<file path="config.mk">
export PLATFORM = sky130hd
export DESIGN_NAME = tlc_phase_scheduler
export DESIGN_NICKNAME = d
export VERILOG_FILES = /design/src/rtl/tlc_pkg.sv /design/src/rtl/tlc_rr_pick.sv /design/src/rtl/tlc_phase_scheduler.sv
export SDC_FILE = /design/constraint.sdc
export NUM_CORES = 1
export LEC_CHECK = 0
export CAP_MARGIN = 20
export CORE_ASPECT_RATIO = 1.5
export CORE_MARGIN = 5
export CORE_UTILIZATION = 45
export DETAILED_ROUTE_END_ITERATION = 16
export GPL_ROUTABILITY_DRIVEN = 0
export HOLD_SLACK_MARGIN = 0.02
export PLACE_DENSITY = 0.83
export RECOVER_POWER = 100
export SKIP_CTS_REPAIR_TIMING = 1
export SLEW_MARGIN = 0
export SYNTH_ARGS = -nofsm -noshare
export SYNTH_HDL_FRONTEND = slang
export SYNTH_HIERARCHICAL = 1
export SYNTH_SLANG_ARGS = --single-unit
</file>
<file path="constraint.sdc">
create_clock -name clk -period 2.3 [get_ports clk]
set_clock_uncertainty 0.05 [all_clocks]
set_input_delay 0.575 -clock clk [delete_from_list [all_inputs] [get_ports clk]]
set_output_delay 0.575 -clock clk [all_outputs]
set_load 0.005 [all_outputs]
</file>
<file path="src/rtl/tlc_pkg.sv">
// Shared encodings for the junction phase scheduler: lamp codes, controller
// states and approach indices.
package tlc_pkg;

    typedef enum logic [1:0] {
        ALL_RED = 2'd0,
        GREEN   = 2'd1,
        YELLOW  = 2'd2
    } tlc_state_t;

    localparam logic [2:0] LAMP_G = 3'b001;
    localparam logic [2:0] LAMP_Y = 3'b010;
    localparam logic [2:0] LAMP_R = 3'b100;

    localparam logic [1:0] L2R = 2'd0;
    localparam logic [1:0] R2L = 2'd1;
    localparam logic [1:0] L2D = 2'd2;
    localparam logic [1:0] D2R = 2'd3;

    function automatic logic [3:0] dir_onehot(input logic [1:0] dir);
        return 4'b0001 << dir;
    endfunction

endpackage

</file>
<file path="src/rtl/tlc_rr_pick.sv">
// Combinational 4-way round-robin picker: first set pending bit searching
// circularly from the approach after last.
module tlc_rr_pick
    import tlc_pkg::*;
(
    input  logic [3:0] pending,
    input  logic [1:0] last,
    output logic [1:0] grant,
    output logic       valid
);

    logic [1:0] start_s;
    logic [7:0] dbl_s;
    logic [3:0] rot_s;
    logic [1:0] offs_s;

    // Rotate the request vector so bit 0 is the approach after last, then take the lowest set bit.
    always_comb begin
        start_s = last + 2'd1;
        dbl_s   = {pending, pending};
        rot_s   = dbl_s[start_s +: 4];
        if (rot_s[0]) begin
            offs_s = 2'd0;
        end else if (rot_s[1]) begin
            offs_s = 2'd1;
        end else if (rot_s[2]) begin
            offs_s = 2'd2;
        end else begin
            offs_s = 2'd3;
        end
        grant = start_s + offs_s;
        valid = |pending;
    end

endmodule

</file>
<file path="src/rtl/tlc_phase_scheduler.sv">
// Demand-driven phase scheduler for a four-approach junction with min/max
// green, yellow and all-red timing plus emergency preemption.
module tlc_phase_scheduler
    import tlc_pkg::*;
#(
    parameter int TMIN_G = 3,
    parameter int TMAX_G = 6,
    parameter int TY     = 2,
    parameter int TAR    = 1,
    parameter int CW     = 4
) (
    input  logic       clk,
    input  logic       rst,
    input  logic       tick,
    input  logic [3:0] req,
    input  logic       preempt,
    input  logic [1:0] preempt_dir,
    output logic [2:0] lamp_l2r,
    output logic [2:0] lamp_r2l,
    output logic [2:0] lamp_l2d,
    output logic [2:0] lamp_d2r,
    output logic [1:0] phase,
    output logic [1:0] state,
    output logic [3:0] pending
);

    localparam logic [CW-1:0] CNT_ZERO = {CW{1'b0}};
    localparam logic [CW-1:0] CNT_ONE  = CW'(1);
    localparam logic [CW-1:0] TMIN_M1  = CW'(TMIN_G - 1);
    localparam logic [CW-1:0] TMAX_M1  = CW'(TMAX_G - 1);
    localparam logic [CW-1:0] TY_M1    = CW'(TY - 1);
    localparam logic [CW-1:0] TAR_M1   = CW'(TAR - 1);

    tlc_state_t    state_r, state_s;
    logic [CW-1:0] cnt_r, cnt_s, cnt_sat_s;
    logic [1:0]    phase_r, phase_s;
    logic [3:0]    pending_r, pending_s;
    logic          enter_green_s;
    logic          other_s;
    logic [3:0]    green_mask_s, clr_mask_s;
    logic [1:0]    pick_grant_s;
    logic          pick_valid_s;
    logic [2:0]    active_code_s;
    logic [3:0][2:0] lamp_s;

    tlc_rr_pick u_pick (
        .pending (pending_r),
        .last    (phase_r),
        .grant   (pick_grant_s),
        .valid   (pick_valid_s)
    );

    // Demand from approaches other than the one currently holding the pointer.
    always_comb begin
        other_s = |(pending_r & ~dir_onehot(phase_r));
        if (cnt_r >= TMAX_M1) begin
            cnt_sat_s = cnt_r;
        end else begin
            cnt_sat_s = cnt_r + CNT_ONE;
        end
    end

    // Next-state and timer logic; an illegal state recovers regardless of tick.
    always_comb begin
        state_s       = state_r;
        cnt_s         = cnt_r;
        phase_s       = phase_r;
        enter_green_s = 1'b0;
        if (state_r != ALL_RED && state_r != GREEN && state_r != YELLOW) begin
            state_s = ALL_RED;
            cnt_s   = CNT_ZERO;
        end else if (tick) begin
            case (state_r)
                ALL_RED: begin
                    if (cnt_r != TAR_M1) begin
                        cnt_s = cnt_r + CNT_ONE;
                    end else if (preempt) begin
                        state_s       = GREEN;
                        phase_s       = preempt_dir;
                        cnt_s         = CNT_ZERO;
                        enter_green_s = 1'b1;
                    end else if (pick_valid_s) begin
                        state_s       = GREEN;
                        phase_s       = pick_grant_s;
                        cnt_s         = CNT_ZERO;
                        enter_green_s = 1'b1;
                    end else begin
                        cnt_s = cnt_r;
                    end
                end
                GREEN: begin
                    if (preempt && (preempt_dir != phase_r)) begin
                        state_s = YELLOW;
                        cnt_s   = CNT_ZERO;
                    end else if (preempt) begin
                        cnt_s = cnt_sat_s;
                    end else if (other_s && ((cnt_r == TMAX_M1) ||
                                 ((cnt_r >= TMIN_M1) && !req[phase_r]))) begin
                        state_s = YELLOW;
                        cnt_s   = CNT_ZERO;
                    end else begin
                        cnt_s = cnt_sat_s;
                    end
                end
                YELLOW: begin
                    if (cnt_r != TY_M1) begin
                        cnt_s = cnt_r + CNT_ONE;
                    end else begin
                        state_s = ALL_RED;
                        cnt_s   = CNT_ZERO;
                    end
                end
                default: begin
                    state_s = ALL_RED;
                    cnt_s   = CNT_ZERO;
                end
            endcase
        end else begin
            state_s = state_r;
        end
    end

    // Request latch: the green approach ignores its own sensor, and entering green clears its bit.
    always_comb begin
        if (state_r == GREEN) begin
            green_mask_s = dir_onehot(phase_r);
        end else begin
            green_mask_s = 4'b0000;
        end
        if (enter_green_s) begin
            clr_mask_s = dir_onehot(phase_s);
        end else begin
            clr_mask_s = 4'b0000;
        end
        pending_s = (pending_r | (req & ~green_mask_s)) & ~clr_mask_s;
    end

    // Controller registers; phase resets to D2R so the first search starts at L2R.
    always_ff @(posedge clk or posedge rst) begin
        if (rst) begin
            state_r   <= ALL_RED;
            cnt_r     <= CNT_ZERO;
            phase_r   <= D2R;
            pending_r <= 4'b0000;
        end else begin
            state_r   <= state_s;
            cnt_r     <= cnt_s;
            phase_r   <= phase_s;
            pending_r <= pending_s;
        end
    end

    // Lamp decode: only the phase approach may show anything other than red.
    always_comb begin
        case (state_r)
            GREEN:   active_code_s = LAMP_G;
            YELLOW:  active_code_s = LAMP_Y;
            default: active_code_s = LAMP_R;
        endcase
        for (int i = 0; i < 4; i++) begin
            if (2'(i) == phase_r) begin
                lamp_s[i] = active_code_s;
            end else begin
                lamp_s[i] = LAMP_R;
            end
        end
    end

    assign lamp_l2r = lamp_s[L2R];
    assign lamp_r2l = lamp_s[R2L];
    assign lamp_l2d = lamp_s[L2D];
    assign lamp_d2r = lamp_s[D2R];
    assign phase    = phase_r;
    assign state    = state_r;
    assign pending  = pending_r;

endmodule

</file>
Word-level counts from Yosys, hierarchy flattened:

Cells that the tools add are included.

* add/sub/neg operators: 3
* $mul: 0
* divide/modulo/power cells: 0
* $lt $le $gt $ge: 3
* eq/ne operators: 16
* shifts and indexed selects: 3
* muxes and demuxes: 45
* bitwise logic cells: 7
* reduce and logical (&&, ||, !) cells: 16

Operator list (number)
* two-way mux 4 bit: 12
* two-way mux 2 bit: 17
* bitwise AND 4 bit: 3
* two-way mux 3 bit: 4
* inequality test 4 bit (second input constant): 3
* NOT 4 bit: 3
* one-hot mux 4 bit (3 select lines): 1
* two-way mux 1 bit: 8
* OR reduction 4 bit: 2
* indexed part select 8 x 3 -> 3 bit: 1
* << shifter 1 x 2 -> 4 bit (first input constant): 2
* inequality test 3 bit (second input constant): 2
* one-hot mux 2 bit (3 select lines): 1
* one-hot mux 3 bit (2 select lines): 1
* AND reduction 6 bit: 1
* logical AND 1 bit: 5
* inequality test 5 bit (second input constant): 1
* adder 4 x 1 -> 4 bit (second input constant): 1
* equality test 2 bit (first input constant): 2
* equality test 4 x 3 -> 1 bit (second input constant): 1
* >= comparator 4 x 2 -> 1 bit (second input constant): 1
* >= comparator 4 x 3 -> 1 bit (second input constant): 1
* zero test 2 bit: 2
* inequality test 4 x 1 -> 1 bit (second input constant): 1
* 16 further kinds: 17

* register bits after elaboration: 12
* bits in latches: 0
* bits in writable memories: 0
* bits in read-only memories: 0
* output and inout bits: 20
* logic and storage cells: 97
* memories kept: 0

Depth between registers and ports, before layout:

Gate-level depths: netlist (run 1).

* word-level depth: 16
* depth in mapped cells: 11
* mapped depth without buffers: 10

Modules after synthesis:

Netlist (run 1), hierarchy kept.

By module, submodules not included
* tlc_phase_scheduler: instances 1, cells each 130, area an instance 1097.3 µm², seq. area each 302.8 µm²
* tlc_rr_pick: instances 1, cells each 23, area an instance 158.9 µm², seq. area each 0.0 µm²

Worst setup path before layout (run 1):

Ideal clock, no wire load.

* kind: flip-flop to flip-flop
* start point: reg phase_r[0] (netlist: phase[0])
* end point: reg phase_r[1] (netlist: phase[1])
* setup time: 0.080 ns
* arrival time: 2.157 ns
* path slack: 0.013 ns
* cell stages (with the launch flop): 12
* buffers on the path: 1
* clock period less this slack: 2.287 ns
* path through: dfstp_2 buf_6 nor3b_1 o21ai_0 o211ai_1 ha_1 xor2_1 xnor2_1 xor2_1 nand2b_1 mux2_2 o22a_1

* cells in the longest elaborated chain, start to end: 12

Ends and longest elaborated chain
* from (decl): RTL line tlc_phase_scheduler.sv:36 `logic [1:0] phase_r, phase_s;`
* from (signal assigned): RTL line tlc_phase_scheduler.sv:148 `phase_r <= phase_s;`
* adder 2 x 1 -> 2 bit *: RTL line tlc_rr_pick.sv:19 `start_s = last + 2'd1;`
* indexed part select 8 x 3 -> 3 bit: RTL line tlc_rr_pick.sv:21 `rot_s = dbl_s[start_s +: 4];`
* two-way mux 1 bit: RTL line tlc_rr_pick.sv:26 `end else if (rot_s[2]) begin`
* two-way mux 2 bit: RTL line tlc_rr_pick.sv:24 `end else if (rot_s[1]) begin`
* two-way mux 2 bit: RTL line tlc_rr_pick.sv:22 `if (rot_s[0]) begin`
* adder 2 bit *: RTL line tlc_rr_pick.sv:31 `grant = start_s + offs_s;`
* net pick_grant_s[1]: RTL line tlc_phase_scheduler.sv:41 `logic [1:0] pick_grant_s;`
* two-way mux 2 bit *: RTL line tlc_phase_scheduler.sv:82 `end else if (pick_valid_s) begin`
* two-way mux 2 bit *: RTL line tlc_phase_scheduler.sv:77 `end else if (preempt) begin`
* two-way mux 2 bit *: RTL line tlc_phase_scheduler.sv:75 `if (cnt_r != TAR_M1) begin`
* two-way mux 2 bit *: RTL line tlc_phase_scheduler.sv:73 `case (state_r)`
* two-way mux 2 bit *: RTL line tlc_phase_scheduler.sv:72 `end else if (tick) begin`
* two-way mux 2 bit *: RTL line tlc_phase_scheduler.sv:69 `if (state_r != ALL_RED && state_r != GREEN && state_r != YELLOW) begin`
* net phase_s[1]: RTL line tlc_phase_scheduler.sv:36

The timed path passes the listed nets; every way through them passes the cells marked *.
A chain may end at the register's enable or synchronous reset.

Final worst setup path (run 1):

Ends and elaborated chain as after synthesis.

==> results of run 1 <==
## state kept, by name, summed over array words and instances (netlist names)
| register | count |
|---|---|
| pending | 4 |
| cnt_r | 4 |
| state | 2 |
| phase | 2 |
## final timing paths
path	cells past startpoint	to	from
max in group asynchronous	2	phase[0]	rst
min	2	state[1]	state[1]
max reg2reg	10	phase[1]	phase[0]
min in group asynchronous	2	state[0]	rst
max	10	phase[1]	phase[0]
min reg2reg	2	state[1]	state[1]
## stage by stage
stage | instances | worst slack, ns | cell area, sq um | setup TNS, ns | utilization (%)
2_1_floorplan | 153 | 0.0131 | 1260 | 0 | -
3_3_place_gp | 228 | -0.0833 | 1650 | -0.169 | 61.8
3_5_place_dp | 228 | -0.133 | 1650 | -0.583 | 61.8
4_1_cts | 232 | -0.165 | 1710 | -1.17 | 63.8
5_1_grt | 237 | -0.234 | 1830 | -1.86 | 68.4
6_report | 237 | -0.137 | 1830 | -0.910 | 68.4
## Yosys cell counts, drive strengths merged
| library cell | n | area share [%] |
|---|---|---|
| a21o | 1 | 0.60 |
| and3b | 1 | 0.80 |
| o21ai | 6 | 3.3 |
| o21a | 1 | 0.60 |
| a21oi | 16 | 7.3 |
| xnor2 | 1 | 0.70 |
| dfrtp | 10 | 20 |
| nand4 | 1 | 0.50 |
| nand4bb | 1 | 0.90 |
| and2b | 1 | 0.70 |
| o22ai | 1 | 1.0 |
| xor2 | 4 | 2.8 |
| a31oi | 5 | 2.5 |
| nand3 | 5 | 2.0 |
| and2 | 4 | 2.1 |
| a22oi | 1 | 0.60 |
| nor3 | 5 | 2.0 |
| and3 | 3 | 1.6 |
| o211ai | 3 | 2.2 |
| a22o | 1 | 0.70 |
| a211oi | 2 | 1.2 |
| nand2b | 2 | 1.0 |
| nand2 | 18 | 5.4 |
| clkbuf | 1 | 0.30 |
| dfstp | 2 | 4.2 |
| o22a | 1 | 0.70 |
| nor2b | 1 | 1.1 |
| mux2 | 4 | 4.2 |
| inv | 15 | 4.5 |
| a32oi | 2 | 1.4 |
| nor3b | 3 | 1.8 |
| ha | 11 | 11 |
| buf | 3 | 2.7 |
| nor2 | 12 | 4.0 |
| mux2i | 4 | 3.2 |
| a221o | 1 | 0.80 |
## cell families (layout without fill, tap and decap cells)
group	after synthesis	after routing
XOR/XNOR	5	5
adder cells (fa/ha/maj)	11	11
flip-flops	12	12
multiplexers	8	8
buffers and inverters	19	66
AO/OA/AOI/OAI	41	41
AND/OR/NAND/NOR	57	57
## placed cells by master, fill, tap and decap left out, types with 2 or more instances in the layout
master / instances
dfrtp_1: 10
dfstp_2: 2
o21ai_0: 4
mux2_4: 3
inv_1: 14
nor3_1: 5
and2_1: 3
mux2i_1: 4
nand2_1: 17
nand3_1: 5
ha_1: 8
xor2_1: 3
dlygate4sd3_1: 6
a31oi_1: 5
nor3b_1: 3
ha_2: 2
clkdlybuf4s50_1: 17
dlymetal6s2s_1: 6
a21oi_2: 2
a32oi_1: 2
nor2_1: 10
buf_4: 16
clkbuf_8: 4
a211oi_1: 2
o211ai_1: 2
a21oi_1: 13
and3_1: 2
## routing by layer
| metal | share of wire [%] | wire length, um | track usage [%] |
|---|---|---|---|
| met1 | 36 | 1370 | 22.0 |
| met2 | 54 | 2060 | 35.8 |
| met3 | 6.3 | 240 | 2.18 |
| met4 | 3.6 | 138 | 5.68 |
| met5 | 0 | 0 | 0 |
## worst max-delay path, stage by stage (launching register included)
cell	delay, ns
dfstp_2	0.61
nor3b_1	0.08
a31oi_1	0.17
o211ai_1	0.15
ha_2	0.23
xor2_2	0.14
xnor2_1	0.22
xor2_1	0.12
nand2b_4	0.15
mux2_4	0.30
o22a_1	0.16
## final cells by class
| cell class | instances | area, sq um |
|---|---|---|
| multi-input cells | 122 | 915 |
| clock buffers | 4 | 55.1 |
| repair buffers | 47 | 457 |
| fillers | 203 | 845 |
| inverters | 15 | 56.3 |
| well taps | 37 | 46.3 |
| flip-flops and latches | 12 | 303 |
## where the power goes
part	total (W)	internal (W)	switching, W	leakage [nW]
Sequential	0.000429	0.000300	0.000129	0.134
Combinational	0.00161	0.000841	0.000768	0.759
Clock	0.000237	0.000151	0.0000853	0.0288
Total	0.00228	0.00129	0.000982	0.922
==> flow_metrics.env, run 1 <==
export IMPL_synth_compound_area_share_pct=22.8
export IMPL_design_core_area_sq_um=2680
export IMPL_die_w_um=53.1
export IMPL_clk_pin_slew_ns=0.06
export IMPL_die_area_sq_um=3970
export IMPL_ys_types=43
export IMPL_clock_path_buffers=2
export IMPL_avgViaCountPerCell=5.78
export IMPL_clock_sinks=12
export IMPL_grt_ovfl_total=0
export IMPL_clkLatencyLatePin_ns=0.24
export IMPL_irDropWorstVdd_mv=0.754
export IMPL_setup_ws_ns=-0.137
export IMPL_cts_buffers=3
export IMPL_yosysWarningCount=6
export IMPL_firstDrtPassIters=4
export IMPL_relSlewSlack_pct=66.8
export IMPL_power_total_w=0.00228
export IMPL_synthesis_instances=153
export IMPL_rsz0062_at_grt="true"
export IMPL_drv_slew=0
export IMPL_grt_antenna_before_repair=0
export IMPL_post_route_min_period_ns=2.44
export IMPL_rows=23
export IMPL_p_per_area_nw_per_um2=1240
export IMPL_critPathMaxFanout=8
export IMPL_synth_top_family_by_area="simple AND/OR/NAND/NOR gates"
export IMPL_diodes=0
export IMPL_outcome="finished with violations"
export IMPL_start_kind="flip-flop"
export IMPL_wl_um=3810
export IMPL_synth_seq_cells=12
export IMPL_cts_tree="done"
export IMPL_grt_pass1_vias=1302
export IMPL_seq_area_frac_synth_pct=24.1
export IMPL_nets=222
export IMPL_die_y_um=74.7
export IMPL_fin_crit_sh_pct=106
export IMPL_io_pins=30
export IMPL_synth_adder_area_share_pct=11.0
export IMPL_grt_max_degree=13
export IMPL_drt_iter0_drc=38
export IMPL_synth_nets=174
export IMPL_min_path_type="flip-flop to flip-flop"
export IMPL_synthSimpleGateAreaFrac_pct=23.8
export IMPL_areaGrowthSynthToFinish_pct=45.8
export IMPL_port_buffers=29
export IMPL_end_kind="flip-flop"
export IMPL_r2r_slack_ns=-0.14
export IMPL_htree_levels=1
export IMPL_syn_mean_instance_area_sq_um=8.21
export IMPL_start_util_pct=46.9
export IMPL_leakage_nw=0.922
export IMPL_path_class="flip-flop to flip-flop"
export IMPL_max_cap_violations=0
export IMPL_hold_slack_ns=0.593
export IMPL_cp_arrival_ns=2.56
export IMPL_grt_use_total_pct=19.0
export IMPL_muxShareOfSynthArea_pct=7.37
export IMPL_route_vias_total=1371
export IMPL_route_detailed_drc=0
export IMPL_clock_fmax_mhz=410
export IMPL_synthXorXnorAreaFrac_pct=3.49
export IMPL_final_setup_viol_count=11
export IMPL_dpl_hpwl_um=2820
export IMPL_worst_slew_pin_slew_ns=0.498
export IMPL_finalHoldViolCount=0
export IMPL_cp_required_ns=2.43
export IMPL_grt_pass1_wl_um=5800
export IMPL_wl_per_cell_um=16.1
export IMPL_drive_gt1_share_pct=24.5
export IMPL_syn_area_sq_um=1260
export IMPL_violations="setup timing"
export IMPL_cts_root_buf="clkbuf_8"
export IMPL_antenna_left=0
(Power assumes the default switching activity.)
==> run 2, diff against run 1 <==
--- a/config.mk
+++ b/config.mk
@@ -14,6 +14,7 @@
 export HOLD_SLACK_MARGIN = 0.02
 export PLACE_DENSITY = 0.83
 export RECOVER_POWER = 100
+export REMOVE_ABC_BUFFERS = 1
 export SKIP_CTS_REPAIR_TIMING = 1
 export SLEW_MARGIN = 0
 export SYNTH_ARGS = -nofsm -noshare
==> run 2 against run 1 <==
Compared with the run above: the flow still finishes with violations (setup timing); total power decreased by 1.6%; sequential power is 3% lower; sequential share of layout area is 0.35 points higher; count of clock-buffer cells in the layout decreased by 1; global-route usage rose by 0.58 points; fmax rose by 0.76%; non-clock buffer count is 2 higher; largest power group unchanged.
==> flow_metrics.env, run 2 (synthesized netlist as in run 1, its figures left out) <==
export IMPL_cts_root_buf="clkbuf_8"
export IMPL_drive_gt1_share_pct=22.4
export IMPL_clkLatencyLatePin_ns=0.24
export IMPL_grt_ovfl_total=0
export IMPL_rsz0062_at_grt="true"
export IMPL_start_util_pct=46.9
export IMPL_worst_slew_pin_slew_ns=0.479
export IMPL_grt_pass1_vias=1296
export IMPL_clock_fmax_mhz=414
export IMPL_areaGrowthSynthToFinish_pct=42.8
export IMPL_clk_pin_slew_ns=0.05
export IMPL_io_pins=30
export IMPL_setup_ws_ns=-0.118
export IMPL_place_area_sq_um=1650
export IMPL_grt_max_degree=13
export IMPL_firstDrtPassIters=4
export IMPL_violations="setup timing"
export IMPL_cts_buffers=3
export IMPL_design_core_area_sq_um=2680
export IMPL_nets=224
export IMPL_cts_tree="done"
export IMPL_critPathMaxFanout=7
export IMPL_p_per_area_nw_per_um2=1250
export IMPL_max_cap_violations=0
export IMPL_finalHoldViolCount=0
export IMPL_stdcell_area_sq_um=1790
export IMPL_hold_slack_ns=0.597
export IMPL_clock_sinks=12
export IMPL_drv_slew=0
export IMPL_grt_antenna_before_repair=0
export IMPL_wl_per_cell_um=16.4
export IMPL_layout_commonest_cell="clkdlybuf4s50_1"
export IMPL_rows=23
export IMPL_port_buffers=29
export IMPL_clock_path_buffers=2
export IMPL_htree_levels=1
export IMPL_drt_iter0_drc=72
export IMPL_relSlewSlack_pct=68.1
export IMPL_cp_required_ns=2.42
export IMPL_end_kind="flip-flop"
export IMPL_grt_pass1_wl_um=5930
export IMPL_fin_crit_sh_pct=105
export IMPL_antenna_left=0
export IMPL_path_class="flip-flop to flip-flop"
export IMPL_route_detailed_drc=0
export IMPL_cp_arrival_ns=2.54
export IMPL_grt_use_total_pct=19.6
export IMPL_final_setup_viol_count=11
export IMPL_die_w_um=53.1
export IMPL_diodes=0
export IMPL_final_cell_mix="21 x clkdlybuf4s50_1, 17 x nand2_1, 17 x buf_4"
export IMPL_wl_um=3910
export IMPL_start_kind="flip-flop"
export IMPL_dpl_hpwl_um=2910
export IMPL_outcome="finished with violations"
export IMPL_route_vias_total=1376
export IMPL_post_route_min_period_ns=2.42
export IMPL_place_worst_setup_slack_ns=-0.155
export IMPL_min_path_type="flip-flop to flip-flop"
export IMPL_leakage_nw=0.911
export IMPL_irDropWorstVdd_mv=0.737
export IMPL_die_y_um=74.7
export IMPL_die_area_sq_um=3970
export IMPL_avgViaCountPerCell=5.78
-- run 2: critical path, stage by stage (launching register included) --
cell and delay [ns]:
dfstp_2 0.60, nor3b_1 0.08, a31oi_1 0.19, o211ai_1 0.14, ha_2 0.20, xor2_1 0.16
xnor2_1 0.13, xor2_1 0.15, nand2b_4 0.16, mux2_4 0.29, o22a_1 0.19
-- run 2: cell type report --
| type | instances | area, sq um |
|---|---|---|
| multi-input combinational | 122 | 887 |
| fill | 214 | 882 |
| timing repair buffer | 49 | 460 |
| sequential | 12 | 303 |
| inverter | 15 | 56.3 |
| tap | 37 | 46.3 |
| clock buffer | 3 | 41.3 |
-- run 2: worst paths after layout --
| check | from | endpoint | slack [ns] | cells past startpoint |
|---|---|---|---|---|
| worst max-delay path | phase[0] | phase[1] | -0.12 | 10 |
| worst min-delay path | state[0] | state[0] | 0.60 | 1 |
| worst max register to register | phase[0] | phase[1] | -0.12 | 10 |
| worst min register to register | state[0] | state[0] | 0.60 | 1 |
| max in group asynchronous | rst | phase[0] | 1.11 | 2 |
| min in group asynchronous | rst | pending[2] | 0.74 | 2 |
-- run 2: where the power goes --
| group | internal [W] | leakage, nW | switching [W] |
|---|---|---|---|
| combinational | 0.000855 | 0.755 | 0.000775 |
| clock | 0.000115 | 0.0216 | 0.0000748 |
| sequential | 0.000300 | 0.134 | 0.000118 |
| total | 0.00127 | 0.911 | 0.000968 |
-- run 2: metal layers --
| layer | wire length [um] | track usage, % | share of wire [%] |
|---|---|---|---|
| met5 | 0 | 0 | 0 |
| met2 | 2150 | 37.8 | 55 |
| met4 | 119 | 7.67 | 3.0 |
| met1 | 1410 | 20.6 | 36 |
| met3 | 236 | 2.97 | 6.0 |
-- run 2: stage by stage --
step	instances	total power (W)	util, %	setup TNS [ns]
6_report	238	0.00224	67.0	-0.464
5_1_grt	238	0.00240	67.0	-1.48
4_1_cts	230	0.00206	63.0	-1.48
3_5_place_dp	227	0.00186	61.5	-0.570
3_3_place_gp	227	0.00178	61.5	-0.230
2_1_floorplan	149	0.00127	-	-0.190
